--- config.mk ---
export PLATFORM = sky130hd
export DESIGN_NAME = mmm_result_shreg
export DESIGN_NICKNAME = d
export VERILOG_FILES = /design/src/rtl/mmm_result_shreg.sv
export SDC_FILE = /design/constraint.sdc
export NUM_CORES = 1
export LEC_CHECK = 0
export ABC_AREA = 0
export ABC_CLOCK_PERIOD_IN_PS = 1800
export CORE_MARGIN = 5
export CORE_UTILIZATION = 39
export DETAILED_ROUTE_END_ITERATION = 6
export PLACE_DENSITY = 0.88
export SETUP_SLACK_MARGIN = 0.5
export SYNTH_ARGS = -nofsm -noshare
export SYNTH_HDL_FRONTEND = slang
export SYNTH_SLANG_ARGS = --single-unit
--- constraint.sdc ---
create_clock -name clk -period 1.8 [get_ports clk]
set_input_delay 0.45 -clock clk [delete_from_list [all_inputs] [get_ports clk]]
set_output_delay 0.45 -clock clk [all_outputs]
set_load 0.02 [all_outputs]
--- src/rtl/mmm_result_shreg.sv ---
// rtl/mmm_result_shreg.sv - Montgomery partial-result shift register with iteration counter
// Holds R_i: load locked result or operand, divide-by-2 shift with carry-in, clear, hold.
module mmm_result_shreg #(
  parameter int WIDTH = 10,
  parameter int CNT_W = $clog2(WIDTH + 1)
) (
  input  logic             clk,
  input  logic             rst,
  input  logic             en,
  input  logic             clr,
  input  logic             lock,
  input  logic             ld_r,
  input  logic             shr,
  input  logic             sin,
  input  logic [WIDTH-1:0] reg_rji,
  input  logic [WIDTH-1:0] a,
  output logic [WIDTH-1:0] r_o,
  output logic             sout,
  output logic [CNT_W-1:0] cnt,
  output logic             done,
  output logic             shift_err
);

  logic [WIDTH-1:0] r_q;
  logic [CNT_W-1:0] cnt_q;
  logic             err_q;
  logic             done_w;

  assign done_w = (cnt_q == CNT_W'(WIDTH));

  always_ff @(posedge clk or posedge rst) begin
    if (rst) begin
      r_q   <= '0;
      cnt_q <= '0;
      err_q <= 1'b0;
    end else if (clr) begin
      r_q   <= '0;
      cnt_q <= '0;
      err_q <= 1'b0;
    end else begin
      err_q <= 1'b0;
      if (en) begin
        if (ld_r) begin
          r_q   <= lock ? reg_rji : a;
          cnt_q <= '0;
        end else if (shr) begin
          // Once all WIDTH steps are taken the register freezes; an extra shift is flagged.
          if (!done_w) begin
            r_q   <= {sin, r_q[WIDTH-1:1]};
            cnt_q <= cnt_q + CNT_W'(1);
          end else begin
            err_q <= 1'b1;
          end
        end
      end
    end
  end

  assign r_o       = r_q;
  assign sout      = r_q[0];
  assign cnt       = cnt_q;
  assign done      = done_w;
  assign shift_err = err_q;

endmodule
==> results.md <==
- Required arrival time at the worst endpoint: approximately 2 ns
- Total core area: roughly 0.0022 sq mm
- Post-layout nets: just under 200
- Slew Limit Headroom: between 70% and 80%
- Final Critical Period: 1.68 ns
- Total I/O pin count: 45
- Launch instance of the worst register-to-register path: cnt[1]$_DFFE_PP0P_
- Total non-filler cell area in the finished layout: 0.00179 sq mm
- Worst R2R End: cnt[2]$_DFFE_PP0P_
- Nature of the critical path startpoint: flip-flop
- Clk root buf: sky130_fd_sc_hd__clkbuf_4
- Worst-margin pin slew: between 0.3 and 0.4 ns
- Async set-reset flop share out of synthesis: 100%
- Commonest cells after routing, fill and taps aside: sky130_fd_sc_hd__buf_6 (26), sky130_fd_sc_hd__buf_4 (26), sky130_fd_sc_hd__clkdlybuf4s50_1 (23)
- Overall die area: 0.00334 sq mm
- Count of standard-cell rows: 17
- Initial DRT Pass Iterations: 4
- Worst clock skew: around 0.0083 ns
- Insertion delay of the later-clocked pin in the worst-skew pair: between 0.2 and 0.3 ns
- Via-to-Cell Ratio: between 5 and 6
- Total DRC errors in the routed layout: 0
- Type of the worst min-delay path: in2async
- Number of buffers inserted by port buffering: 44
- Data arrival time of the worst path: 1.89 ns
- Largest net degree at the start of global routing: 10
- Share of layout cells above drive strength 1: between 40% and 50%
- Main synth FF type: sky130_fd_sc_hd__dfrtp_1
- Clock-pin slew on the worst setup and hold paths: 0.10 ns
- Global-route usage over all layers: 23.3%
- Top cell type by total area after synthesis: sky130_fd_sc_hd__dfrtp_1
- Number of warnings printed during yosys synthesis: 0
- Worst reg-to-reg path cell count: 6
- Synthesized area per cell: about 10 sq um
- Final number of setup-violating endpoints: 0
- Initial core utilization: 40.7%
- Yosys top cell area share: 42.1%
- Run status: completed
- Final Hold Violating Endpoints: 0
- FILL cells: roughly 110
- CP Capture Point: cnt[2]$_DFFE_PP0P_
- Number of levels the H-tree was split into: 1
- CP Max Fanout: 9
- Max IR drop VDD: around 360 uV
- Dpl cell area: about 0.0015 sq mm
- Total number of clock tree sinks: 15
- Worst setup path startpoint: cnt[1]$_DFFE_PP0P_
- Worst setup path category: reg2reg
- Final HPWL from detailed placement: 2340 microns
- Summed negative setup slack over all endpoints: 0 ns
- Antenna cell count: 0
- Max-cap violations: 0
- Type of destination of the critical path: flip-flop
- Number of global-route vias before repair: between 1,000 and 1,500
- Leakage power of the design: between 0.0008 and 0.0009 uW
- Max Root-Sink Buffers: 2
- Total power density per cell area: 495 mW/mm^2
- Clock tree from TritonCTS: built
- Hold slack final: between 0.4 and 0.5 ns
- GP Congestion: about 0.81
- Synthesized area: ~890 sq um
- Yosys cell types: 26
- Routed wire per std cell: 22.5 microns
- Number of enable-type register cells in the synthesized netlist: 0
- Util after Layout: 81.8%
- Total power after layout: approximately 890 uW
- Final antenna-violating net count: 0
- Fin crit share: around 93%
- Part of the Yosys area used for sequential elements: around 42%
- CTS buffer count: 3
- Max-slew violations: 0
- Total grt overflow: 0
- Starting DRC count in detailed routing: 70
- First-pass GRT wire length: between 6000 and 7000 microns
- Register-to-register setup slack: ~0.12 ns
- Y dimension of the die: between 50 and 60 microns
- Synth Register Bits: 15
- Synthesized instance count: slightly below 90
- Setup repair after global routing missed its margin: yes
- Vias: roughly 1,200
- Routed wire length: roughly 4400 microns
- Max Freq: 596 MHz
- P&R area growth vs syn: 101%
- Width of the chip: a little under 60 microns
- Number of antenna violations at the first check in global routing: 0
- Nets in the synthesized netlist: 117
- Top cells by area in the synthesized netlist: sky130_fd_sc_hd__dfrtp_1 (42%), sky130_fd_sc_hd__mux2i_1 (11%), sky130_fd_sc_hd__o221ai_1 (7.9%), sky130_fd_sc_hd__o211ai_1 (6.7%), sky130_fd_sc_hd__nand2_1 (4.2%)
==> worst min path at each step <==
stage,start,endpoint,slack (ns)
after global routing,rst,r_o[8]$_DFFE_PP0P_,0.46
after floorplan,rst,cnt[2]$_DFFE_PP0P_,0.35
after global placement,r_o[0]$_DFFE_PP0P_,r_o[0]$_DFFE_PP0P_,0.52
after CTS,rst,r_o[8]$_DFFE_PP0P_,0.43
final,rst,r_o[8]$_DFFE_PP0P_,0.43
after detailed placement,r_o[0]$_DFFE_PP0P_,r_o[0]$_DFFE_PP0P_,0.54
==> timing repair <==
item,in CTS,in global routing
gates resized for setup,105,24
buffers inserted,14,5
hold buffers,0,0
hold endpoints to repair,0,0
cloned,1,0
pin swaps,1,4
endpoints found under the setup margin,31,30
==> Yosys cell counts, types with 2 or more instances <==
library cell	instances
sky130_fd_sc_hd__a211oi_1	2
sky130_fd_sc_hd__a21oi_1	3
sky130_fd_sc_hd__buf_2	2
sky130_fd_sc_hd__clkbuf_1	3
sky130_fd_sc_hd__dfrtp_1	15
sky130_fd_sc_hd__ha_1	2
sky130_fd_sc_hd__inv_1	3
sky130_fd_sc_hd__mux2_2	3
sky130_fd_sc_hd__mux2i_1	10
sky130_fd_sc_hd__nand2_1	10
sky130_fd_sc_hd__nand3_1	2
sky130_fd_sc_hd__nor2_1	3
sky130_fd_sc_hd__o211ai_1	8
sky130_fd_sc_hd__o21ai_0	2
sky130_fd_sc_hd__o221ai_1	8
==> through the flow <==
stage | setup slack (ns) | cells
floorplan | 0.314 | 87
global placement | -0.0510 | 170
detailed placement | -0.0947 | 170
CTS | 0.173 | 189
global route | 0.0787 | 194
finish | 0.122 | 194
==> cells by family after synthesis <==
kind of cell / Yosys count / share of synthesized area (%)
flip-flops: 15 / 42.1
AND/OR/NAND/NOR: 21 / 12.5
AO/OA/AOI/OAI: 26 / 22.3
adder cells (fa/ha/maj): 2 / 2.81
buffers and inverters: 10 / 5.20
multiplexers: 13 / 15.0
==> sequential cells by signal, summed over array words and instances (netlist names) <==
register / cells
cnt: 4
r_o: 10
shift_err: 1
==> worst max-delay path: stages (launching register included) <==
cell                       delay (ns)
sky130_fd_sc_hd__dfrtp_2         0.45
sky130_fd_sc_hd__ha_4            0.18
sky130_fd_sc_hd__nand3b_4        0.09
sky130_fd_sc_hd__clkinv_4        0.06
sky130_fd_sc_hd__buf_4           0.16
sky130_fd_sc_hd__or4_4           0.49
sky130_fd_sc_hd__a21oi_2         0.18
==> report_power, final <==
part	switching (uW)	internal, uW	total, uW
combinational	143	172	315
clock	118	86.0	204
sequential	14.3	353	367
==> layout make-up <==
| cell class | instances | area, sq um | area share, % |
|---|---|---|---|
| timing repair buffer | 81 | 763 | 42.6 |
| multi-input combinational | 62 | 568 | 31.7 |
| sequential | 15 | 379 | 21.2 |
| tap | 28 | 35.0 | 1.96 |
| clock buffer | 4 | 26.3 | 1.47 |
| inverter | 4 | 20.0 | 1.12 |
==> routing by layer <==
layer | vias to the layer above | track usage (%) | wire length (microns)
met4 | 0 | 10.9 | 172
met3 | 24 | 4.68 | 420
met5 | - | 0 | 0
li1 | 495 | - | -
met1 | 547 | 27.4 | 1690
met2 | 95 | 40.3 | 2080
No activity file was read; power rests on OpenSTA's default activity.
